`src/rtl/w_mem_loader.sv`:
```
// w_mem_loader: turns a neuron-major weight stream into writes on the
// per-neuron weight memories of one layer, so weights can be reloaded at run time.
module w_mem_loader #(
    parameter int numWeight    = 30,
    parameter int numNeuron    = 30,
    parameter int dataWidth    = 16,
    parameter int addressWidth = $clog2(numWeight),
    parameter int neuronWidth  = $clog2(numNeuron)
) (
    input  logic                    clk,
    input  logic                    rst_n,
    input  logic                    start,
    input  logic                    abort,
    input  logic                    s_valid,
    input  logic [dataWidth-1:0]    s_data,
    output logic                    s_ready,
    output logic [numNeuron-1:0]    wen,
    output logic [addressWidth-1:0] wadd,
    output logic [dataWidth-1:0]    win,
    output logic                    busy,
    output logic                    done,
    output logic                    aborted
);

    typedef enum logic [1:0] {
        IDLE,
        LOAD,
        FINISH
    } state_t;

    localparam logic [addressWidth-1:0] last_weight = addressWidth'(numWeight - 1);
    localparam logic [neuronWidth-1:0]  last_neuron = neuronWidth'(numNeuron - 1);
    localparam logic [numNeuron-1:0]    neuron0_sel = numNeuron'(1);

    state_t                  state;
    state_t                  state_next;
    logic [neuronWidth-1:0]  nc;
    logic [neuronWidth-1:0]  nc_next;
    logic [addressWidth-1:0] wc;
    logic [addressWidth-1:0] wc_next;
    logic                    handshake;
    logic                    abort_load;

    // State and counter register; counters track the word the next handshake writes.
    always_ff @(posedge clk or negedge rst_n) begin
        if (!rst_n) begin
            state <= IDLE;
            nc    <= '0;
            wc    <= '0;
        end else begin
            state <= state_next;
            nc    <= nc_next;
            wc    <= wc_next;
        end
    end

    // Next state, counter advance and status outputs; abort overrides a same-cycle handshake.
    always_comb begin
        state_next = state;
        nc_next    = nc;
        wc_next    = wc;
        s_ready    = (state == LOAD);
        busy       = (state != IDLE);
        done       = (state == FINISH);
        abort_load = (state == LOAD) && abort;
        handshake  = (state == LOAD) && s_valid && !abort;
        case (state)
            IDLE: begin
                if (start) begin
                    state_next = LOAD;
                    nc_next    = '0;
                    wc_next    = '0;
                end
            end
            LOAD: begin
                if (abort) begin
                    state_next = IDLE;
                    nc_next    = '0;
                    wc_next    = '0;
                end else if (s_valid) begin
                    if (wc == last_weight) begin
                        wc_next = '0;
                        if (nc == last_neuron) begin
                            state_next = FINISH;
                            nc_next    = '0;
                        end else begin
                            nc_next = nc + 1'b1;
                        end
                    end else begin
                        wc_next = wc + 1'b1;
                    end
                end
            end
            FINISH: begin
                state_next = IDLE;
                nc_next    = '0;
                wc_next    = '0;
            end
            default: begin
                state_next = IDLE;
                nc_next    = '0;
                wc_next    = '0;
            end
        endcase
    end

    // Registered write port: one write per accepted word, address/data hold between writes.
    always_ff @(posedge clk or negedge rst_n) begin
        if (!rst_n) begin
            wen     <= '0;
            wadd    <= '0;
            win     <= '0;
            aborted <= 1'b0;
        end else begin
            wen     <= handshake ? (neuron0_sel << nc) : '0;
            aborted <= abort_load;
            if (handshake) begin
                wadd <= wc;
                win  <= s_data;
            end
        end
    end

endmodule
```
`config.mk`:
```
export PLATFORM = sky130hd
export DESIGN_NAME = w_mem_loader
export DESIGN_NICKNAME = d
export VERILOG_FILES = /design/src/rtl/w_mem_loader.sv
export SDC_FILE = /design/constraint.sdc
export NUM_CORES = 1
export LEC_CHECK = 0
export CAP_MARGIN = 15
export CORE_MARGIN = 4
export CORE_UTILIZATION = 32
export CTS_BUF_LIST = sky130_fd_sc_hd__clkbuf_2 sky130_fd_sc_hd__clkbuf_4 sky130_fd_sc_hd__clkbuf_8
export DETAILED_ROUTE_END_ITERATION = 8
export DONT_BUFFER_PORTS = 1
export HOLD_SLACK_MARGIN = 0.02
export PLACE_DENSITY = 0.56
export SLEW_MARGIN = 20
export SYNTH_ARGS = -nofsm -noshare
export SYNTH_HDL_FRONTEND = slang
export SYNTH_SLANG_ARGS = --single-unit
```
`constraint.sdc`:
```
create_clock -name clk -period 1.8 [get_ports clk]
set_clock_uncertainty 0.05 [all_clocks]
set_input_delay 0.27 -clock clk [delete_from_list [all_inputs] [get_ports clk]]
set_output_delay 0.27 -clock clk [all_outputs]
set_load 0.02 [all_outputs]
```
; ---- Word level (Yosys, flattened, before mapping)
; Cells that the tools add are included.
[totals]
reg_bits = 64
inputBits = 21
out_inout_bits = 55
wordCells = 44
[op_classes]
addsub = 2
n_eq_ne = 8
shift = 1
mux = 17
reduce_logical = 9
[op_table]
columns = op, count
row1 = 5-bit 2-to-1 mux, 8
row2 = 30-bit 2-to-1 mux, 1
row3 = "1-bit by 5-bit << shifter with 30-bit output, first input constant", 1
row4 = 5-bit case mux with 2 select lines, 2
row5 = "5-bit by 1-bit adder with 5-bit output, second input constant", 2
row6 = "5-bit == test, second input constant", 2
row7 = 2-bit 2-to-1 mux, 5
row8 = "3-bit by 2-bit != test with 1-bit output, second input constant", 2
row9 = 2-bit case mux with 2 select lines, 1
row10 = 4-bit AND reduction, 1
row11 = 1-bit logical AND, 3
row12 = "3-bit != test, second input constant", 1
row13 = 3-bit AND reduction, 1
row14 = "2-bit by 1-bit == test with 1-bit output, second input constant", 1
row15 = "2-bit == test, second input constant", 1
row16 = 2-bit logical NOT, 1
row17 = "2-bit != test, second input constant", 1
row18 = 2-bit AND reduction, 1
row19 = 2-bit nonzero test, 1
row20 = 1-bit logical NOT, 1

; ---- Longest topological paths before layout
; Gate-level depths: netlist of the first run.
[depth]
ltp_word = 6
mapped_depth = 6
depth_no_buf = 6

; ---- Worst setup path after synthesis of the first run
; Ideal clock, no wire load.
[synth_path]
path_kind = register to register
startpoint = register state[1]
endpoint = register wc[3]
setup_ns = 0.095
arrival_ns = 1.370
required_ns = 1.655
path_slack_ns = 0.285
path_stages_with_launch = 6
path_buffers = 1
synth_period_minus_slack_ns = 1.515
path_cell_list = dfrtp_1 nor2b_1 o2bb2ai_1 buf_4 o2bb2a_1 o31ai_1
[synth_via]
elab_chain_cells = 3
word_cells_on_any_way = 6
classes_between = eq/ne: 3 / mux: 1 / reduce/logical: 2
[synth_rtl]
columns = element, line_no
row1 = from (decl), 35  ; state_t state;
row2 = from (signal assigned), 51  ; state <= state_next;
row3 = 2-bit by 1-bit == test with 1-bit output *, n/a
row4 = named net s_ready, 16  ; output logic s_ready,
row5 = 3-bit != test (no line), n/a
row6 = 2-bit AND reduction (no line), n/a
row7 = to (signal assigned), 53  ; wc <= wc_next;
row8 = to (decl), 39  ; logic [addressWidth-1:0] wc;
; Mark *: on every way through the listed nets, which the timed path passes. The rest lies on a longest branch.
; A chain may end at the register's enable or synchronous reset.

; ---- Worst setup path after layout of the first run
[layout_path]
startpoint = register nc[1]
endpoint = register nc[2]
[layout_via]
elab_chain_cells = 6
word_cells_on_any_way = 7
classes_between = add/sub: 1 / eq/ne: 1 / mux: 5
[layout_rtl]
columns = element, line_no
row1 = from (decl), 37  ; logic [neuronWidth-1:0] nc;
row2 = from (signal assigned), 52  ; nc <= nc_next;
row3 = 5-bit by 1-bit adder with 5-bit output or 5-bit == test (tied branches), "87, 83"
row4 = 5-bit 2-to-1 mux *, 83  ; if (nc == last_neuron) begin
row5 = 5-bit 2-to-1 mux *, 81  ; if (wc == last_weight) begin
row6 = 5-bit 2-to-1 mux *, 80  ; end else if (s_valid) begin
row7 = 5-bit 2-to-1 mux *, 76  ; if (abort) begin
row8 = 5-bit case mux with 2 select lines *, 67  ; case (state)
; Every way passes the cells marked *; elsewhere a longest branch is shown, timed or not. The select of a mux whose other input is x is not followed.

==> results of run 1 <==
per-layer routing:
layer | vias up | wire length (um) | global-route usage (%)
li1 | 746 | - | -
met1 | 783 | 2360 | 14.5
met2 | 63 | 2370 | 17.7
met3 | 6 | 428 | 5.03
met4 | 0 | 68 | 4.47
met5 | - | 0 | 0
how the worst max path moves through the flow:
stage | startpoint | end | slack, ns
final | nc[1] | nc[2] | 0.22
after floorplan | state[1] | wc[3] | 0.28
after global placement | nc[1] | nc[2] | 0.20
after CTS | nc[1] | nc[2] | 0.22
after detailed placement | nc[1] | nc[2] | 0.23
after global routing | nc[1] | nc[3] | 0.05
critical path, cell delays in order (launching register included):
cell and delay, ns:
dfrtp_1 0.43, inv_1 0.10, ha_1 0.27, and4_1 0.30, o21ai_1 0.08, a21oi_1 0.15
mux2i_1 0.09
area by class of cell:
type	count	area (sq um)
Fill cell	738	4720
Sequential cell	64	1600
Multi-Input combinational cell	132	898
Timing Repair Buffer	19	188
Clock buffer	13	173
Tap cell	102	128
Clock inverter	2	37.5
Inverter	5	18.8
cells in the final DEF (no fill, tap or decap), types with 3 or more instances in the layout:
cell	synthesis	routed
nor2_1	23	23
nand4_1	3	3
buf_4	1	8
o21ai_0	4	4
dlygate4sd3_1	0	10
inv_1	5	5
and2_1	8	8
clkbuf_8	0	12
o21ai_1	8	8
ha_1	7	7
nor3_2	3	3
nand3_1	6	6
nand2_1	17	17
dfrtp_1	64	64
nand2b_1	7	7
mux2_2	16	16
nor3_1	4	4
mux2_1	5	5
sequential cells by signal, indices dropped and copies added (netlist names):
name	count
win	16
state	2
wadd	5
wc	5
nc	5
wen	30
aborted	1
power by group:
part	leakage, uW	switching, uW	internal, uW
sequential	0.000855	236	1560
combinational	0.000396	126	147
clock	0.000105	538	762
per-stage QoR:
stage / instance area [sq um] / setup slack [ns] / utilization, %
after floorplan: 2560 / 0.285 / -
final: 3040 / 0.223 / 39.2
after global routing: 3040 / 0.0469 / 39.2
after detailed placement: 2710 / 0.228 / 34.8
after CTS: 3010 / 0.218 / 38.7
after global placement: 2710 / 0.203 / 34.8
cells by family after synthesis:
kind of cell / count (synthesis) / synth area share [%]
DFF: 64 / 62.5
buffers and inverters: 11 / 2.39
adders and majority gates: 7 / 3.42
AOI/OAI and AO/OA: 22 / 5.52
and+or+nand+nor: 81 / 16.5
muxes: 22 / 9.62
==> results by group, run 1 <==
Status
  – Outcome: completed

Timing
  – Worst Hold Slack: 0.0381 ns
  – Least-Margin Pin Slew: 0.414 ns
  – Setup TNS: 0 ns
  – Final Critical Period: 1.58 ns
  – Slew Limit Headroom: 72.3%
  – RSZ-0062 raised after global routing: false
  – Final Max Slew Viols: 0
  – Fmax: 634 MHz
  – Final Hold Vio Count: 0
  – Final setup vio count: 0
  – Final Cycle Share: 87.6%

Place
  – Placed insts: 311
  – Routability cong.: 0.740
  – PortBufs: 0
  – DP HPWL: 3520 um

Synth
  – Top_reg_cell synth: dfrtp_1
  – Cell variety after synth: 36
  – Area leader, netlist: dfrtp_1
  – Sequential area share after synthesis: 62.5%
  – Syn Nets: 235
  – Post-synth EDFFs: 0
  – #FFs+latches synth: 64
  – Synth cell count leaders: 64 x dfrtp_1, 23 x nor2_1, 17 x nand2_1, 16 x mux2_2
  – Fraction of registers with async set/reset: 100%
  – Mapped Cells: 207
  – Syn_area_per_cell: 12.4 sq um
  – Dominant cell by count in the synthesized netlist: dfrtp_1
  – Top cell type's share of synthesized area: 62.5%
  – Synth warn: 0
  – Mapped Area: 2560 sq um
  – Top cells by area, synth: dfrtp_1 63%, mux2_2 7.0%, ha_1 3.4%

Global route
  – Total track usage: 11.6%
  – Vias in the first global route: 1,687
  – First-pass GRT wire length: 8710 um
  – Initial antenna violation count: 0
  – Largest net degree at the start of global routing: 65
  – Remaining global-route overflow: 0

Worst hold path
  – Hold Path Stages: 2
  – Hold Path Sink: state[0]
  – Worst hold path type: in -> reg
  – Worst hold start: start

Floorplanning
  – Row Count: 32
  – Core area: 7770 sq um
  – Die area: 9500 sq um
  – Num ports: 76
  – Initial Util: 33.0%
  – Die Width: 97.5 um
  – Vert. Die Dim: 97.5 um

Clock network
  – Clock Latency Late Sink: 0.33 ns
  – CTS tree: done
  – CTS Root Cell: clkbuf_8
  – Maximum clock insertion buffer count: 2
  – Cts hold-fix bufs: 9
  – Post-CTS Setup Inserts: 0
  – # resized after CTS: 0
  – H-tree levels: 3
  – Clk slew on worst S/H paths: 0.07 ns
  – CTS sink count: 64
  – Cts bufs inserted: 9

Route
  – Average vias per placed instance: 4.74
  – First drt pass iteration count: 4
  – DRC: 0
  – DRT Wirelength: 5220 um
  – Post-DRT Antenna Nets: 0
  – Avg WL per Cell: 15.5 um
  – Via count: 1,598
  – DRT iter0 DRCs: 29

Cells and area
  – Diode count: 0
  – Ratio of cells with drive above 1 in the final layout: 19.6%
  – Layout Cells excl Fill: 337
  – Layout net count: 259
  – Layout area overhead: 18.9%

Power and ir drop
  – Maximum VDD drop: 0.000430 V
  – Total power: 3370 uW
  – Leak: 0.00136 uW
  – Power per cell area: 1110 nW/um^2

Flow run
  – Max-capacitance violation count: 0

Critical path
  – Critical setup path kind: reg -> reg
  – Required @ worst endpoint: 1.96 ns
  – R2r startpoint: nc[1]
  – Worst Setup Start Kind: flip-flop
  – CP max FO: 7
  – CP endpoint kind: flip-flop
  – WP data arrival: 1.74 ns
  – Reg-to-Reg End: nc[2]
  – R2R depth: 6
  – R2r setup slk: 0.22 ns
No activity file was read; power rests on OpenSTA's default activity.
==> run 2, diff against run 1 <==
ABC_AREA = 1   (was unset)
ABC_CLOCK_PERIOD_IN_PS = 1800   (was unset)
==> run 2 against run 1 <==
Against the previous run: the run now ends with negative hold slack left; sequential power up 19%; flip-flop and latch count unchanged; via count up 15%; final area up 0.33%; fmax up 4.6%; register-to-register slack better by 0.07 ns; clock-buffer cell count down 2; combinational power rose to 3.1 times the previous value.
==> results by group, run 2 <==
Global route
  – Remaining global-route overflow: 0
  – First-pass GRT wire length: 9950 um
  – Largest net degree at the start of global routing: 65
  – Vias in the first global route: 1,935
  – Initial antenna violation count: 0
  – Total track usage: 13.1%

Place
  – Routability cong.: 0.768
  – DP HPWL: 3840 um
  – Placed insts: 375
  – PortBufs: 0

Critical path
  – Critical setup path kind: reg -> reg
  – WP data arrival: 1.67 ns
  – Worst Setup Start Kind: flip-flop
  – Most common cell on crit path: nand2_1
  – Largest delay contributor family on the critical path: simple AND/OR/NAND/NOR gates
  – Required @ worst endpoint: 1.97 ns
  – CP Cell Sequence: ha_1 > nand4_1 > nand2_1 > nand2_1 > nand2_1 > nand2_1
  – CP endpoint kind: flip-flop
  – WP buf/inv: 0
  – CP max FO: 7
  – Critical-path top delay cell: dfrtp_1
  – Slowest Stage Delay on Critical Path: 0.45 ns

Clock network
  – Maximum clock insertion buffer count: 2
  – CTS sink count: 64
  – Cts hold-fix bufs: 16
  – Clk slew on worst S/H paths: 0.07 ns
  – # resized after CTS: 0
  – Cts bufs inserted: 9
  – H-tree levels: 3
  – CTS tree: done
  – CTS Root Cell: clkbuf_8
  – Clock Latency Late Sink: 0.32 ns
  – Post-CTS Setup Inserts: 0

Synth
  – Post-synth EDFFs: 0
  – Post-synthesis xor/xnor area fraction: 0.340%
  – Cell variety after synth: 23
  – Syn Nets: 301
  – Mapped Cells: 273
  – Post-synthesis simple-gate area fraction: 26.6%
  – Synth Area in Adders: 3.40%
  – Top_reg_cell synth: dfrtp_1
  – Sequential area share after synthesis: 62.3%
  – Fraction of registers with async set/reset: 100%
  – Largest family of logic cells by synthesized area: simple AND/OR/NAND/NOR gates
  – Top cell type's share of synthesized area: 62.3%
  – Top cells by area, synth: dfrtp_1 62%, nand2_1 12%, nor2_1 6.6%
  – Syn_area_per_cell: 9.42 sq um
  – Synth warn: 0
  – Dominant cell by count in the synthesized netlist: nand2_1
  – #FFs+latches synth: 64
  – Area leader, netlist: dfrtp_1
  – Synth Area in Compound Gates: 2.19%
  – Mux contribution to synthesized area: 0%
  – Mapped Area: 2570 sq um
  – Synth cell count leaders: 83 x nand2_1, 64 x dfrtp_1, 45 x nor2_1, 21 x nand3_1, 16 x inv_1

Cells and area
  – Number of flip-flops in the largest register: 30
  – Diode count: 0
  – Layout Cells excl Fill: 406
  – Most frequent cells in the layout: 83 x nand2_1, 64 x dfrtp_1, 45 x nor2_1, 21 x nand3_1
  – Layout area overhead: 18.7%
  – Core Util, Final: 39.3%
  – Largest Register: wen
  – Top Registers: wen x30, win x16
  – Layout net count: 328
  – Most common cell after layout, fill and taps aside: nand2_1
  – Ratio of cells with drive above 1 in the final layout: 10.5%

Route
  – Avg WL per Cell: 14.1 um
  – DRT Wirelength: 5740 um
  – Post-DRT Antenna Nets: 0
  – DRC: 0
  – First drt pass iteration count: 4
  – Via count: 1,834
  – DRT iter0 DRCs: 100
  – Average vias per placed instance: 4.52

Timing
  – Least-Margin Pin Slew: 0.396 ns
  – Final Hold Vio Count: 64
  – Fmax: 663 MHz
  – Slew Limit Headroom: 73.5%
  – Setup TNS: 0 ns
  – Final setup vio count: 0
  – RSZ-0062 raised after global routing: false
  – Final Critical Period: 1.51 ns
  – Final Cycle Share: 83.8%
  – Final Max Slew Viols: 0
  – Worst Hold Slack: -0.419 ns

Floorplanning
  – Row Count: 32
  – Initial Util: 33.1%
  – Vert. Die Dim: 97.7 um
  – Num ports: 76
  – Die area: 9540 sq um
  – Core area: 7770 sq um
  – Die Width: 97.7 um

Status
  – Outcome: complete, but fails checks
  – Failing checks: negative hold slack

Flow run
  – Max-capacitance violation count: 0

Power and ir drop
  – Power per cell area: 1370 nW/um^2
  – Total power: 4190 uW
  – Leak: 0.00152 uW
  – Maximum VDD drop: 0.000463 V

Worst hold path
  – Worst hold path type: in -> async
-- run 2: changes by cell type in the layout (fill, tap and decap cells not counted), moves of 5 or more --
| cell | before | now |
|---|---|---|
| o21ai_0 | 4 | 9 |
| mux2_1 | 5 | 0 |
| nor2_1 | 23 | 45 |
| nand2_1 | 17 | 83 |
| and2_1 | 8 | 0 |
| dlygate4sd3_1 | 10 | 16 |
| nand3_1 | 6 | 21 |
| mux2_2 | 16 | 0 |
| o21ai_1 | 8 | 0 |
| nand2b_1 | 7 | 0 |
| inv_1 | 5 | 16 |
-- run 2: layout make-up --
class / instances / area [sq um]
fillers: 767 / 4710
clock buffers: 11 / 145
multi-input cells: 181 / 837
flip-flops and latches: 64 / 1600
repair buffers: 23 / 213
clock inverters: 4 / 45.0
inverters: 21 / 85.1
well taps: 102 / 128
-- run 2: path summary, 6_finish.rpt --
check,from,to,slack [ns],cells after the start
max reg2reg,nc[0],state[0],0.29,6
min reg2reg,state[1],aborted,0.49,1
max,nc[0],state[0],0.29,6
min,rst_n,wen[10],-0.42,0
min in group clk,abort,nc[4],0.07,3
max in group asynchronous,rst_n,win[8],2.01,0
-- run 2: cells by family (layout without fill, tap and decap cells) --
logic type,Yosys count,in the layout
adder cells (fa/ha/maj),7,7
flip-flops,64,64
buffers and inverters,28,59
XOR/XNOR,1,1
AND/OR/NAND/NOR,162,162
AO/OA/AOI/OAI,11,11
-- run 2: metrics by stage --
stage | setup WS [ns] | cell area, sq um
after floorplan | 0.412 | 2570
after global placement | 0.282 | 2700
after detailed placement | 0.288 | 2700
after CTS | 0.278 | 3050
after global routing | 0.0811 | 3050
final | 0.292 | 3050
-- run 2: per-layer routing --
metal / GRT usage (%) / share of wire (%) / vias up
met5: 0 / 0 / -
met1: 15.8 / 46 / 869
met2: 20.7 / 47 / 51
li1: - / - / 909
met4: 5.43 / 1.3 / 0
met3: 5.10 / 5.8 / 5
-- run 2: power by group --
| part | leakage, uW | internal [uW] | switching (uW) | total [uW] |
|---|---|---|---|---|
| sequential | 0.000863 | 1690 | 459 | 2150 |
| combinational | 0.000559 | 292 | 558 | 850 |
| clock | 0.000102 | 678 | 508 | 1190 |
| total | 0.00152 | 2660 | 1520 | 4190 |
-- run 2: worst register-to-register path, delay by kind of cell, from the launching register on --
family,cells,cell delay (ns)
fa+ha+maj,1,0.20
flops,1,0.45
simple gates,5,0.69
==> run 3, diff against run 2 <==
ABC_CLOCK_PERIOD_IN_PS = 1500   (was 1800)
clock period = 1.5 ns   (was 1.8 ns; I/O delays follow)
==> run 3 against run 2 <==
Against the previous run: the run still ends with negative hold slack left; non-clock buffer count rose by 11; combinational power rose by 40%; core utilization rose by 1.5 points; clock power rose by 20%; critical path depth fell by 4; register-to-register slack got worse by 0.21 ns; flip-flop and latch count did not move; total power rose by 24%; critical endpoint is now done; largest cell class unchanged.
==> results by group, run 3 (synthesis results as in run 2) <==
Global route
  – Remaining global-route overflow: 0
  – Largest net degree at the start of global routing: 65
  – Initial antenna violation count: 0
  – Vias in the first global route: 1,923
  – First-pass GRT wire length: 9800 um
  – Total track usage: 13.1%

Floorplanning
  – Core area: 7770 sq um
  – Die Width: 97.7 um
  – Vert. Die Dim: 97.7 um
  – Initial Util: 33.1%
  – Row Count: 32
  – Die area: 9540 sq um
  – Num ports: 76

Timing
  – Final Critical Period: 1.43 ns
  – Fmax: 697 MHz
  – Least-Margin Pin Slew: 0.396 ns
  – Final Cycle Share: 95.7%
  – Final Max Slew Viols: 0
  – Slew Limit Headroom: 73.5%
  – RSZ-0062 raised after global routing: true
  – Final Hold Vio Count: 64
  – Worst Hold Slack: -0.477 ns
  – Final setup vio count: 0

Status
  – Outcome: complete, but fails checks
  – Failing checks: negative hold slack

Route
  – DR WL met2: 2780 um
  – M1 WL: 2600 um
  – Post-DRT Antenna Nets: 0
  – First drt pass iteration count: 6
  – Average vias per placed instance: 4.63
  – Avg WL per Cell: 14.3 um
  – DRT iter0 DRCs: 86
  – Top Metal Used: met4
  – Via count: 1,929
  – DRC: 0
  – Met3 wire length: 495 um
  – DRT Wirelength: 5980 um

Critical path
  – CP endpoint kind: output pin
  – CP max FO: 4
  – Critical setup path kind: reg -> out
  – R2r startpoint: wc[1]
  – WP data arrival: 1.16 ns
  – Critical-path top delay cell: dfrtp_1
  – Crit path from: state[1]
  – Required @ worst endpoint: 1.22 ns
  – CP Cell Sequence: inv_1 > nor2_1
  – Slowest Stage Delay on Critical Path: 0.44 ns
  – Worst Setup Start Kind: flip-flop
  – R2R depth: 9

Place
  – DP HPWL: 3980 um
  – Placed insts: 381
  – PortBufs: 0
  – Routability cong.: 0.769

Cells and area
  – Number of flip-flops in the largest register: 30
  – Diode count: 0
  – Most frequent cells in the layout: 80 x nand2_1, 64 x dfrtp_1, 42 x nor2_1, 21 x nand3_1, 18 x dlygate4sd3_1
  – Most common cell after layout, fill and taps aside: nand2_1
  – Layout area overhead: 23.2%
  – Layout net count: 339
  – Ratio of cells with drive above 1 in the final layout: 15.2%
  – Largest Register: wen
  – Register Area: 1600 sq um
  – Layout Cells excl Fill: 417
  – Top Registers: wen x30, win x16
  – Filler cells: 765
  – Multi-input logic area: 857 sq um

Power and ir drop
  – Seq pwr share: 49.6%
  – Comb power frac: 22.9%
  – Maximum VDD drop: 0.000470 V
  – Internal: 3310 uW
  – Clk pwr share: 27.5%
  – Switch share: 36.4%
  – Power per cell area: 1640 nW/um^2
  – Leak: 0.00159 uW
  – NetSw: 1900 uW
  – Total power: 5210 uW

Clock network
  – Maximum clock insertion buffer count: 2
  – Cts bufs inserted: 9
  – Clock Latency Late Sink: 0.34 ns
  – CTS Root Cell: clkbuf_8
  – Clk slew on worst S/H paths: 0.07 ns
  – H-tree levels: 3
  – CTS sink count: 64
  – Cts hold-fix bufs: 18
  – CTS tree: done

Flow run
  – Max-capacitance violation count: 0

Worst hold path
  – Worst hold path type: in -> async
-- run 3: changes by cell type in the layout (fill, tap and decap cells not counted), sizes merged --
cell / delta
buf: +9
dlygate4sd3: +2
-- run 3: final cells by class --
class	instances	share of cell area (%)
Sequential cell	64	50.6
Multi-Input combinational cell	181	27.1
Timing Repair Buffer	34	9.60
Clock buffer	11	4.58
Tap cell	102	4.03
Inverter	21	2.76
Clock inverter	4	1.42
-- run 3: path summary, 6_finish.rpt --
path	slack, ns	end
min in group clk	0.23	wc[0]
setup reg to reg	0.08	nc[2]
setup / recovery	0.07	done
hold reg to reg	0.53	aborted
hold / removal	-0.48	wen[14]
max in group asynchronous	1.77	win[8]
-- run 3: metrics by stage --
stage / utilization [%] / TNS [ns] / area, sq um / setup WS (ns)
after floorplan: - / 0 / 2570 / 0.112
after global placement: 35.4 / 0 / 2750 / 0.0351
after global routing: 40.8 / -0.0999 / 3170 / -0.0269
final: 40.8 / 0 / 3170 / 0.0651
after detailed placement: 35.4 / 0 / 2750 / 0.0305
after CTS: 40.2 / 0 / 3120 / 0.00677
-- run 3: power by group through the flow --
stage / clock [uW] / sequential (uW) / combinational (uW)
floorplan: 0 / 2560 / 747
global placement: 0 / 2600 / 1050
detailed placement: 0 / 2600 / 1060
CTS: 1490 / 2580 / 1110
global route: 1580 / 2620 / 1350
finish: 1430 / 2580 / 1190
-- run 3: timing repair --
item / in CTS / in global routing
endpoints found under the setup margin: 0 / 30
hold endpoints to repair: 84 / 64
setup buffers: 0 / 3
gates resized for setup: 0 / 11
-- run 3: worst max-delay path, delay by kind of cell, from the launching register on --
kind	cells	cell delay (ns)
AND/OR/NAND/NOR	1	0.32
flip-flops	1	0.44
buffers and inverters	1	0.06
-- run 3: routing by layer --
metal | GRT usage [%] | up-vias
met2 | 19.9 | 68
met5 | 0 | -
met3 | 6.17 | 9
met1 | 15.6 | 929
li1 | - | 923
met4 | 6.50 | 0
